<file path="src/rtl/controle_varredura.sv">
// Sweep controller for an external up/down position counter: loads a start
// position, then steps it back and forth between 0 and M-1 every T+2 cycles.
module controle_varredura #(
  parameter int M = 100,
  parameter int N = 7,
  parameter int T = 50
) (
  input  logic         clock,
  input  logic         zera_s,
  input  logic         iniciar,
  input  logic         parar,
  input  logic         continuar,
  input  logic [N-1:0] pos_ini,
  input  logic [N-1:0] Q,
  output logic         set_pos,
  output logic [N-1:0] D,
  output logic         vai,
  output logic         vem,
  output logic         enable_mov,
  output logic         direcao,
  output logic [7:0]   voltas,
  output logic [2:0]   estado
);

  typedef enum logic [2:0] {
    OCIOSO  = 3'd0,
    CARREGA = 3'd1,
    DECIDE  = 3'd2,
    AGUARDA = 3'd3,
    PASSO   = 3'd4,
    PARADO  = 3'd5
  } estado_t;

  localparam logic [N-1:0] TOPO  = N'(M - 1);
  localparam int           CW    = (T > 1) ? $clog2(T) : 1;
  localparam logic [CW-1:0] ULTIMO = CW'(T - 1);
  localparam logic         MOVE  = (M > 1);

  estado_t       st;
  logic [CW-1:0] espera;

  // Load value is the start position clamped into the counter's range.
  assign D      = (pos_ini > TOPO) ? TOPO : pos_ini;
  assign estado = st;

  // Control priority: zera_s > parar > iniciar > continuar.
  // All strobes and enable_mov are registered and decoded from the next state,
  // so they line up exactly with the state that owns them.
  always_ff @(posedge clock) begin
    if (zera_s) begin
      st         <= OCIOSO;
      espera     <= '0;
      direcao    <= 1'b1;
      voltas     <= 8'd0;
      set_pos    <= 1'b0;
      vai        <= 1'b0;
      vem        <= 1'b0;
      enable_mov <= 1'b0;
    end else begin
      set_pos <= 1'b0;
      vai     <= 1'b0;
      vem     <= 1'b0;
      case (st)
        OCIOSO: begin
          enable_mov <= 1'b0;
          if (iniciar && !parar) begin
            st      <= CARREGA;
            set_pos <= 1'b1;
            direcao <= 1'b1;
          end
        end

        CARREGA: begin
          if (parar) begin
            st         <= PARADO;
            enable_mov <= 1'b0;
          end else begin
            st         <= DECIDE;
            enable_mov <= 1'b1;
          end
        end

        DECIDE: begin
          // Q already reflects the previous step here.
          if (direcao && (Q == TOPO)) begin
            direcao <= 1'b0;
          end else if (!direcao && (Q == '0)) begin
            direcao <= 1'b1;
            if (voltas != 8'hFF) voltas <= voltas + 8'd1;
          end
          if (parar) begin
            st         <= PARADO;
            enable_mov <= 1'b0;
          end else begin
            st         <= AGUARDA;
            espera     <= '0;
            enable_mov <= 1'b1;
          end
        end

        AGUARDA: begin
          if (parar) begin
            st         <= PARADO;
            enable_mov <= 1'b0;
          end else if (espera == ULTIMO) begin
            st         <= PASSO;
            vai        <= MOVE & direcao;
            vem        <= MOVE & ~direcao;
            enable_mov <= 1'b1;
          end else begin
            espera <= espera + CW'(1);
          end
        end

        PASSO: begin
          // A strobe already on the wire this cycle is taken by the counter.
          if (parar) begin
            st         <= PARADO;
            enable_mov <= 1'b0;
          end else begin
            st         <= DECIDE;
            enable_mov <= 1'b1;
          end
        end

        PARADO: begin
          if (parar) begin
            enable_mov <= 1'b0;
          end else if (iniciar) begin
            st         <= CARREGA;
            set_pos    <= 1'b1;
            direcao    <= 1'b1;
            enable_mov <= 1'b0;
          end else if (continuar) begin
            st         <= DECIDE;
            enable_mov <= 1'b1;
          end else begin
            enable_mov <= 1'b0;
          end
        end

        default: begin
          st         <= OCIOSO;
          enable_mov <= 1'b0;
        end
      endcase
    end
  end

endmodule

</file>
<file path="config.mk">
export PLATFORM = sky130hd
export DESIGN_NAME = controle_varredura
export DESIGN_NICKNAME = d
export VERILOG_FILES = /design/src/rtl/controle_varredura.sv
export SDC_FILE = /design/constraint.sdc
export NUM_CORES = 1
export LEC_CHECK = 0
export ABC_AREA = 1
export BUFFER_PORTS_ARGS = -buffer_cell sky130_fd_sc_hd__buf_2
export CORE_MARGIN = 2
export CORE_UTILIZATION = 35
export CTS_BUF_LIST = sky130_fd_sc_hd__clkbuf_8
export DETAILED_ROUTE_END_ITERATION = 10
export HOLD_SLACK_MARGIN = 0.1
export PLACE_DENSITY = 0.6
export SLEW_MARGIN = 10
export SYNTH_ARGS = -nofsm -noshare
export SYNTH_HDL_FRONTEND = slang
export SYNTH_SLANG_ARGS = --single-unit
export TNS_END_PERCENT = 20
</file>
<file path="constraint.sdc">
create_clock -name clock -period 2.91 [get_ports clock]
set_input_delay 0.582 -clock clock [delete_from_list [all_inputs] [get_ports clock]]
set_output_delay 0.582 -clock clock [all_outputs]
set_load 0.02 [all_outputs]
</file>
==> results.md, run 1 <==
- Across the VDD grid, the largest voltage drop is approximately 460 uV.
- The average cell area after synthesis is 6.69 um2.
- Clock-pin slew was measured on the worst setup and hold paths at 80 ps.
- The number of different library cells in the post-synthesis netlist is 30.
- The number of nets in the layout is 275.
- The final wirelength is 2990 um.
- After clock tree synthesis, the setup repair step added 0 buffers.
- At the worst endpoint, the arrival time is 1330 ps.
- The count of buffers inserted at the top-level ports is 41.
- Compared with the post-synthesis result, the final layout area differs by 19.9%.
- The number of antenna violations at the first check in global routing is 0.
- The clock reaches the later pin of the worst-skew pair after 270 ps.
- Counting the buffers created by CTS gives 3.
- In this run, the number of DRC markers left after iteration 0 of detailed routing was 76.
- The proportion of synthesized chip area in sequential cells is 31.1%.
- The portion of synthesized cell area occupied by the leading cell type is a little under a third.
- The placer's final routability congestion estimate is 0.851.
- The placed instances occupy a cell area of 0.00166 mm2.
- In the post-synthesis netlist, the biggest area contributors are sky130_fd_sc_hd__dfxtp_1 (31%), sky130_fd_sc_hd__nand2_1 (13%), sky130_fd_sc_hd__nor2_1 (7.4%).
- The horizontal die dimension is 67.6 um.
- The required arrival time at the worst endpoint is 2330 ps.
- The time the worst path needs with I/O delays and setup is between 1500 and 2000 ps.
- Counting flops with a built-in enable in the synthesized netlist gives 0.
- After detailed routing, the average wire length per cell comes to a little under 10 um.
- In this run the tightest slew margin relative to its limit is 62.1%.
- After layout, the worst path uses between 60% and 70% of the clock period.
- Clock skew on the completed layout was measured at 3.85 ps.
- Tracing the worst setup path back leads to its startpoint at pos_ini[3].
- After global routing the overflow that remains totals 0.
- The maximum fanout along the worst path is 5.
- The number of top-level pins is 42.
- The final antenna-violating net count is 0.
- The startpoint-to-endpoint class of the critical path is input port to output port.
- In this run the clock root is driven by a sky130_fd_sc_hd__clkbuf_8.
- After detailed routing, the number of vias per cell comes to 4.59.
- The final design area excluding fillers is 0.00170 mm2.
- sky130_fd_sc_hd__dfxtp_1 takes more of the synthesized area than any other cell.
- STA classifies the critical path endpoint as an output port.
- The number of gates resized after CTS was 0.
- The total of endpoints with negative setup slack in the final report is 0.
- The number of failing hold endpoints at the final stage is 0.
- The synthesized flop and latch total is 22.
- Setup total negative slack on the finished layout was measured at 0 ps.
- Detailed placement finished with a half-perimeter wire length of 2290 um.
- When the netlist entered floorplanning its net count stood at 234.
- The number of global-route vias before repair is 1189.
- At the pin with the least slew margin, the transition time is approximately 570 ps.
- Including well taps, the total number of placed cells is 298.
- The path category of the worst min-delay check is register to register.
- The cell count after synthesis is between 200 and 250.
- The number of cells in the finished layout apart from fillers is 301.
- The number of sinks handled by clock tree synthesis is 22.
- The startpoint identified for the worst register-to-register timing path is estado[2].
- Derived from the worst setup path, the maximum achievable clock frequency is between 0.5 and 0.6 GHz.
- The pin count of the biggest net entering global routing is 17.
- The antenna diode instance count is 0.
- The detailed router placed 1383 vias in this run.
- Of all flip-flops after synthesis, the portion carrying an async set or reset was 0%.
- No sink is reached through more buffers than the 2 on the longest clock path.
- The number of slew-limit violations in the final report is 0.
- The effective utilization at floorplan is between 30% and 40%.
- The count of TritonRoute iterations in the first routing pass is 4.
- The Yosys step of the flow raised 0 warnings.
- The worst hold path startpoint is direcao.
- The DRC violations left is 0.
- The count of hold buffers inserted by post-cts repair is 0.
- The overall die area is around 0.0046 mm2.
- The total leakage power is 0.000847 uW.
- The wire length of the first global-routing pass is 5020 um.
- The floorplan has 23 rows.
- In this run the number of H-tree levels came out at 1.
- The floorplan step set the die height to 67.6 um.
- After floorplanning, the core was sized to cover 0.00394 mm2.
- Setup repair after global routing left no endpoint under its margin.
- The share of cells above drive strength 1 is a little over a quarter.
- The category of the worst setup path launch point is an input port.
- The overall track demand over capacity in global routing is 14.3%.
- The cell area that synthesis handed to floorplanning was around 0.0014 mm2.
- The design draws about 900 uW.
- TritonCTS built the clock tree.
- The flow ran to the end, and the final reports show no timing, DRC or antenna violations.
- Among all flip-flop cells after synthesis, the most frequent one is sky130_fd_sc_hd__dfxtp_1.
- The power per unit of standard cell area is 514 mW/mm2.
- Across the run, the number of max-cap violations was 0.
==> kinds of logic after synthesis <==
| group | share of synthesized area, % |
|---|---|
| AND/OR/NAND/NOR | 43.9 |
| buffers and inverters | 9.09 |
| AO/OA/AOI/OAI | 9.00 |
| flip-flops | 31.1 |
| XOR/XNOR | 4.32 |
| adder cells (fa/ha/maj) | 2.65 |
==> cell usage in the layout (no fill, tap or decap), types with 2 or more instances in the layout <==
master                     count
sky130_fd_sc_hd__nand2_1      50
sky130_fd_sc_hd__buf_2        41
sky130_fd_sc_hd__nor2_1       28
sky130_fd_sc_hd__inv_1        24
sky130_fd_sc_hd__dfxtp_1      22
sky130_fd_sc_hd__nand3_1      17
sky130_fd_sc_hd__a21oi_1      14
sky130_fd_sc_hd__nor2_2        6
sky130_fd_sc_hd__xor2_1        6
sky130_fd_sc_hd__o21ai_0       5
sky130_fd_sc_hd__nand4_1       5
sky130_fd_sc_hd__nand2_4       4
sky130_fd_sc_hd__nor3_1        3
sky130_fd_sc_hd__ha_1          3
sky130_fd_sc_hd__clkbuf_8      3
sky130_fd_sc_hd__or2_2         2
sky130_fd_sc_hd__nor2_4        2
sky130_fd_sc_hd__nand2_2       2
sky130_fd_sc_hd__o21ai_1       2
sky130_fd_sc_hd__inv_2         2
==> sequential cells by signal (all words and copies together), names as in the netlist <==
signal / flops
voltas: 8
espera: 6
estado: 3
direcao: 1
enable_mov: 1
set_pos: 1
vai: 1
vem: 1
==> synthesized netlist by cell type, types with 2 or more instances <==
master / instances
sky130_fd_sc_hd__nor2_2: 6
sky130_fd_sc_hd__inv_1: 24
sky130_fd_sc_hd__nor2_4: 2
sky130_fd_sc_hd__nor3_1: 3
sky130_fd_sc_hd__xor2_1: 6
sky130_fd_sc_hd__a21oi_1: 14
sky130_fd_sc_hd__ha_1: 3
sky130_fd_sc_hd__inv_2: 2
sky130_fd_sc_hd__or2_2: 2
sky130_fd_sc_hd__nand2_1: 50
sky130_fd_sc_hd__nand3_1: 17
sky130_fd_sc_hd__o21ai_0: 5
sky130_fd_sc_hd__o21ai_1: 2
sky130_fd_sc_hd__clkbuf_1: 4
sky130_fd_sc_hd__nor2_1: 28
sky130_fd_sc_hd__nand2_2: 2
sky130_fd_sc_hd__dfxtp_1: 22
sky130_fd_sc_hd__nand2_4: 4
sky130_fd_sc_hd__nand4_1: 5
==> critical path, stage by stage <==
cell                      delay (ps)
sky130_fd_sc_hd__buf_2            90
sky130_fd_sc_hd__inv_1            70
sky130_fd_sc_hd__a31oi_1         140
sky130_fd_sc_hd__or2_2           290
sky130_fd_sc_hd__buf_2           160
==> metal layers <==
metal	up-vias	part of all wire [%]	GRT usage [%]	routed length, um
li1	745	-	-	-
met1	594	48	18.8	1450
met4	0	1.8	6.12	54
met3	5	6.5	2.00	195
met2	39	43	23.0	1290
met5	-	0	0	0
==> area by class of cell <==
cell class                      instances  area, um2
Clock buffer                            3       41.3
Fill cell                             414       2240
Inverter                               27        103
Multi-Input combinational cell        158        848
Sequential cell                        22        440
Tap cell                               50       62.6
Timing Repair Buffer                   41        205
==> path summary, 6_finish.rpt <==
kind / to / slack [ps] / cells after the start
setup reg to reg: espera[5] / 1330 / 7
setup / recovery: D[0] / 1000 / 5
hold / removal: vem / 480 / 1
hold reg to reg: vem / 480 / 1
==> stage by stage <==
step                      util [%]  setup WS (ps)  hold WS [ps]
after global routing          43.1            907           521
final                         43.1            996           481
after CTS                     43.1            979           486
after global placement        42.1           1010           460
after floorplan                  -           1220           481
after detailed placement      42.1            985           467
==> power by group <==
group | switching [uW] | total (uW) | leakage (uW) | internal, uW
combinational | 187 | 289 | 0.000647 | 102
sequential | 64.2 | 391 | 0.000178 | 327
clock | 102 | 195 | 0.0000216 | 92.7
Note: power is estimated with default switching activity, not from simulation.
==> run 2, diff against run 1 <==
==> constraint.sdc (replaced) <==
create_clock -name clock -period 2 [get_ports clock]
set_input_delay 0.4 -clock clock [delete_from_list [all_inputs] [get_ports clock]]
set_output_delay 0.4 -clock clock [all_outputs]
set_load 0.02 [all_outputs]
==> results.md, run 2 (synthesis results as in run 1) <==
- The count of hold buffers inserted by post-cts repair is 0.
- The worst setup skew after layout is 3.93 ps.
- Setup repair after global routing left no endpoint under its margin.
- Measured against its own limit, the worst slew margin works out to 64.9%.
- For this design the static power due to leakage is 0.000860 uW.
- Max-cap violations in this run came to 0.
- The flow ran to the end, and the final reports show no timing, DRC or antenna violations.
- The number of top-level pins is 42.
- The maximum fanout along the worst path is 10.
- After clock tree synthesis, the clock-pin slew on the worst setup and hold paths is 80 ps.
- After clock tree synthesis, the repair step resized 0 gates.
- The number of global-route vias before repair is 1262.
- The power per unit of standard cell area is 755 mW/mm2.
- The area growth from synthesis to layout is 21.4%.
- The internal power component is 801 uW.
- For this run, the top clock speed supported by timing is about 0.63 GHz.
- The final wirelength is 3030 um.
- The total clock buffers created by CTS is 3.
- The number of buffer and inverter stages on the critical path is 1.
- Data arrives at the worst endpoint at ~1200 ps.
- In the layout the commonest cells are sky130_fd_sc_hd__nand2_1 (50), sky130_fd_sc_hd__buf_2 (41), sky130_fd_sc_hd__nor2_1 (28), sky130_fd_sc_hd__inv_1 (24), sky130_fd_sc_hd__dfxtp_1 (22).
- The clock tree from TritonCTS is built.
- The overall die area is between 0.004 and 0.005 mm2.
- The DRC violation total after the first TritonRoute iteration is 84.
- The kind of capture point of the worst setup path is an output port.
- For this configuration, the core starts out at a cell density of 36.0%.
- The initialized floorplan defines 23 standard-cell rows.
- The core area is 0.00394 mm2.
- At the end of routability-driven placement, the weighted congestion stood at roughly 0.86.
- The transition at the pin with the smallest max-transition slack is 526 ps.
- Traced cell by cell, the critical path runs through buf_2.
- Detailed routing inserted a total of about 1400 vias.
- The number of failing hold endpoints at the final stage came to 0.
- The clock reaches the later pin of the worst-skew pair after ~260 ps.
- The routed wire length per instance is 10.0 um.
- The number of flip-flops in the largest register is 8.
- In this run switching power makes up approximately two fifths of total power.
- The count of TritonRoute iterations in the first routing pass is 6.
- The deepest level of the CTS H-tree is 1.
- The cell family contributing the most delay on the critical path is flip-flops.
- The largest stage delay on the critical path is 660 ps.
- The total of endpoints with negative setup slack in the final report is 0.
- The wire length of the first global-routing pass is 5110 um.
- In this run, the clock network consumes 24.4% of the power.
- The number of sinks handled by clock tree synthesis is 22.
- The net switching power of the design is 499 uW.
- The net count of the finished layout is 276.
- For the finished layout, the period the worst path requires is 1580 ps.
- After global routing the overflow that remains totals 0.
- The final antenna-violating net count is 0.
- The required arrival time at the worst endpoint is 1600 ps.
- The number of antenna violations at the first check in global routing is 0.
- The category of the worst setup path launch point is a register.
- The total negative slack for setup checks is 0 ps.
- The startpoint-to-endpoint class of the critical path is register to output port.
- The library cell used as clock root buffer is sky130_fd_sc_hd__clkbuf_8.
- The count of buffers inserted at the top-level ports is 41.
- The proportion of power drawn by flip-flops and latches is ~43%.
- The per-cell via count in the routed design is between 4 and 5.
- The library cell used most frequently in the layout, excluding fill and tap cells, is sky130_fd_sc_hd__nand2_1.
- The die is 67.6 um tall.
- The slowest stage of the critical path belongs to the cell sky130_fd_sc_hd__dfxtp_1.
- The worst IR drop on VDD is 469 uV.
- The core utilization of the finished layout is a little over two fifths.
- 0 antenna diodes ended up in the layout.
- The post-route fraction of the period consumed by the critical path is between 70% and 80%.
- The number of slew-limit violations in the final report is 0.
- The HPWL after detailed placement is 2340 um.
- voltas holds more flip-flops than any other register.
- The number of buffers on the longest clock path is 2.
- The share of cells above drive strength 1 is 27.3%.
- Measured along the x axis, the die boundary spans 67.6 um.
- For this run, design rule violations remaining after detail routing come to 0.
- The overall track demand over capacity in global routing is 14.4%.
- Of the total power, combinational logic draws between 30% and 40%.
- The path class of the tightest hold or removal check is input port to register.
- Entering global routing, the biggest net connects 17 pins.
- Buffers added to address setup during post-CTS repair amount to 0.
run 2: cell count changes in the layout (fill, tap and decap cells not counted), sizes merged:
cell,before,now
clkbuf,3,4
buf,41,42
run 2: final timing paths:
kind / startpoint / to / slack (ps) / cells past startpoint
worst max-delay path: estado[2] / estado[2] / 420 / 1
worst min-delay path: continuar / enable_mov / 440 / 3
worst max register to register: voltas[0] / voltas[0] / 480 / 8
worst min register to register: direcao / vem / 480 / 1
run 2: layout make-up:
type                            instances  area (um2)
Multi-Input combinational cell        158         848
Inverter                               27         103
Timing Repair Buffer                   42         213
Fill cell                             418        2220
Tap cell                               50        62.6
Clock buffer                            4        55.1
Sequential cell                        22         440
run 2: power groups by stage:
stage | Sequential, uW | Clock [uW] | Combinational, uW
finish | 560 | 317 | 423
floorplan | 571 | 0 | 325
detailed placement | 571 | 0 | 423
CTS | 560 | 330 | 424
global placement | 569 | 0 | 431
global route | 569 | 345 | 481
run 2: metal layers:
metal  wire length, um  track usage (%)  share of wire (%)
met1              1470             18.7                 48
met2              1340             24.0                 44
met3               211             3.17                7.0
met4                10             3.32               0.33
met5                 0                0                  0
run 2: per-stage QoR:
| stage | cell area (um2) | hold WS, ps | total power, uW | worst slack, ps | instances |
|---|---|---|---|---|---|
| 2_1_floorplan | 1420 | 481 | 896 | 507 | 212 |
| 3_3_place_gp | 1670 | 460 | 999 | 461 | 299 |
| 3_5_place_dp | 1670 | 465 | 994 | 440 | 299 |
| 4_1_cts | 1720 | 430 | 1310 | 403 | 303 |
| 5_1_grt | 1720 | 458 | 1400 | 307 | 303 |
| 6_report | 1720 | 439 | 1300 | 415 | 303 |
==> run 3, diff against run 2 <==
==> constraint.sdc (replaced) <==
create_clock -name clock -period 1.5 [get_ports clock]
set_input_delay 0.3 -clock clock [delete_from_list [all_inputs] [get_ports clock]]
set_output_delay 0.3 -clock clock [all_outputs]
set_load 0.02 [all_outputs]
==> results.md, run 3 (synthesis results as in run 1) <==
- At the worst endpoint, the arrival time is 1520 ps.
- After clock tree synthesis, the clock-pin slew on the worst setup and hold paths is roughly 80 ps.
- The clock drives 22 sinks.
- The number of slew-limit violations in the final report is 0.
- The slowest stage of the critical path belongs to the cell sky130_fd_sc_hd__dfxtp_1.
- The total clock buffers created by CTS is 3.
- The count of buffers inserted at the top-level ports is 41.
- The overall die area is 0.00458 mm2.
- The startpoint-to-endpoint class of the critical path is register to register.
- Walking the worst path, the cells encountered are inv_1, ha_1, nand3_1, nor2_4, inv_1, nand2_4, nand2_4, o21ai_0, nor2_1.
- The required arrival time at the worst endpoint is 1660 ps.
- The number of buffer and inverter stages on the critical path is 2.
- The antenna diode instance count is 0.
- In this run, post-CTS repair resized a total of 0 instances.
- The number of core rows is 23.
- The routed wire length per instance is between 10 and 15 um.
- The timing-limited maximum frequency is 0.735 GHz.
- The transition at the pin with the smallest max-transition slack is approximately 330 ps.
- The effective utilization at floorplan is 36.0%.
- The deepest level of the CTS H-tree is 1.
- The clock latency at the later pin of the worst-skew pair is 260 ps.
- Summed over all layers, the global routing overflow is 0.
- The time the worst path needs with I/O delays and setup is ~1400 ps.
- Of all nets on the critical path, the largest fanout is 6.
- Prior to clock tree synthesis, the placed netlist has a worst setup slack of 31.6 ps.
- The overall track demand over capacity in global routing is 15.1%.
- The post-route fraction of the period consumed by the critical path is 90.7%.
- In the routed design, unresolved DRC markers number 0.
- The total setup buffers inserted after CTS is 0.
- The kind of capture point of the worst setup path is a register.
- The top cell types in the final layout, fill and taps aside, are sky130_fd_sc_hd__nand2_1 (50), sky130_fd_sc_hd__buf_2 (41), sky130_fd_sc_hd__nor2_1 (26), sky130_fd_sc_hd__inv_1 (24), sky130_fd_sc_hd__dfxtp_1 (20).
- TritonCTS built the clock tree.
- For this run, the detailed router's first-pass iteration total came to 4.
- The total leakage power is 0.000927 uW.
- The final worst slack is 140 ps.
- The tool flagged a number of max-cap violations equal to 0.
- The root buffer cell chosen for the clock tree is sky130_fd_sc_hd__clkbuf_8.
- The path category of the worst min-delay check is input port to register.
- Measured against its own limit, the worst slew margin works out to 77.8%.
- The power per unit of standard cell area is 1070 mW/mm2.
- The core area is 0.00394 mm2.
- The worst setup skew after layout is roughly 6.1 ps.
- The run finished with clean final reports.
- The count of hold buffers inserted by post-cts repair is 0.
- Counting flops per register, the top entry is voltas.
- The gate family responsible for the most delay along the worst path is simple AND/OR/NAND/NOR gates.
- The number of failing hold endpoints at the final stage is 0.
- The number of antenna violations at the first check in global routing is 0.
- The horizontal die dimension is 67.6 um.
- For this run, the post-layout net count is 286.
- Setup repair after global routing could not meet its margin everywhere.
- The routed design has approximately 3200 um of wire.
- STA classifies the critical path startpoint as a register.
- The HPWL after detailed placement is 2440 um.
- The number of fillers in the final layout is 421.
- IR analysis of the VDD net gives a maximum drop of ~840 uV.
- The pin count of the biggest net entering global routing is 16.
- Registers take 443 um2.
- The number of top-level pins is 42.
- From synthesis to final layout, the design area changed by 30.1%.
- The DRC violation total after the first TritonRoute iteration is slightly above 60.
- The number of global-route vias before repair is 1302.
- The first global-routing pass estimated 5370 um of wire.
- The congestion estimate from routability-driven global placement came to 0.862.
- Dividing the detail-routed via count by the number of cells gives approximately 4.5.
- From bottom edge to top edge, the die measures 67.6 um.
- The share of cells above drive strength 1 is 31.6%.
- The multi-input logic area is approximately 860 um2.
- The slack of the worst reg-to-reg path is between 100 and 150 ps.
- The worst hold slack across all endpoints is 323 ps.
- The most common library cell in the layout ignoring fill and taps is sky130_fd_sc_hd__nand2_1.
- Setup violations remaining at the end of the flow were counted as 0.
- The register with the most flip-flops in the layout has 8 of them.
- The largest stage delay on the critical path is 350 ps.
- The final route contains 1421 vias.
- The longest clock path from root to sink contains 2 buffers.
- The final antenna-violating net count is 0.
## run 3: cell count changes in the layout (fill, tap and decap cells not counted), sizes merged
cell    before  now
buf         42   52
inv         26   27
clkbuf       4    3
bufinv       0    1
clkinv       1    0
## run 3: cell type report
type | count | share of cell area [%]
clock buffer | 3 | 2.24
inverter | 27 | 5.63
timing repair buffer | 52 | 16.3
multi-input combinational | 158 | 46.8
clock inverter | 1 | 1.63
sequential | 22 | 24.0
tap | 50 | 3.39
## run 3: path summary, 6_finish.rpt
kind / from / endpoint / depth (start not counted)
worst min-delay path: continuar / enable_mov / 3
worst max register to register: espera[1] / espera[1] / 9
worst min register to register: direcao / vem / 1
worst max-delay path: espera[1] / espera[1] / 9
## run 3: metrics by stage
step                util (%)  cell area [um2]  TNS, ps  total power, uW  cells
global placement        44.5             1750        0             1410    309
floorplan                  -             1420        0             1190    212
detailed placement      44.5             1750        0             1410    309
finish                  46.8             1840        0             1980    313
global route            46.8             1840    -12.9             2110    313
CTS                     46.3             1830        0             1960    313
## run 3: worst reg2reg max path: cells and delay by family (launching register included)
family / cells / cell delay, ps
buffers and inverters: 2 / 140
AND/OR/NAND/NOR: 5 / 490
adder cells (fa/ha/maj): 1 / 130
flip-flops: 1 / 350
AO/OA/AOI/OAI: 1 / 150
## run 3: per-layer routing
layer | vias up | wire length [um] | share of wire (%) | global-route usage (%)
met3 | 2 | 227 | 7.2 | 2.33
met1 | 607 | 1540 | 49 | 20.6
li1 | 776 | - | - | -
met4 | 0 | 8 | 0.25 | 3.83
met2 | 36 | 1380 | 44 | 24.8
met5 | - | 0 | 0 | 0
## run 3: where the power goes
part	switching, uW	internal, uW
clock network	194	356
logic	406	273
registers	105	640
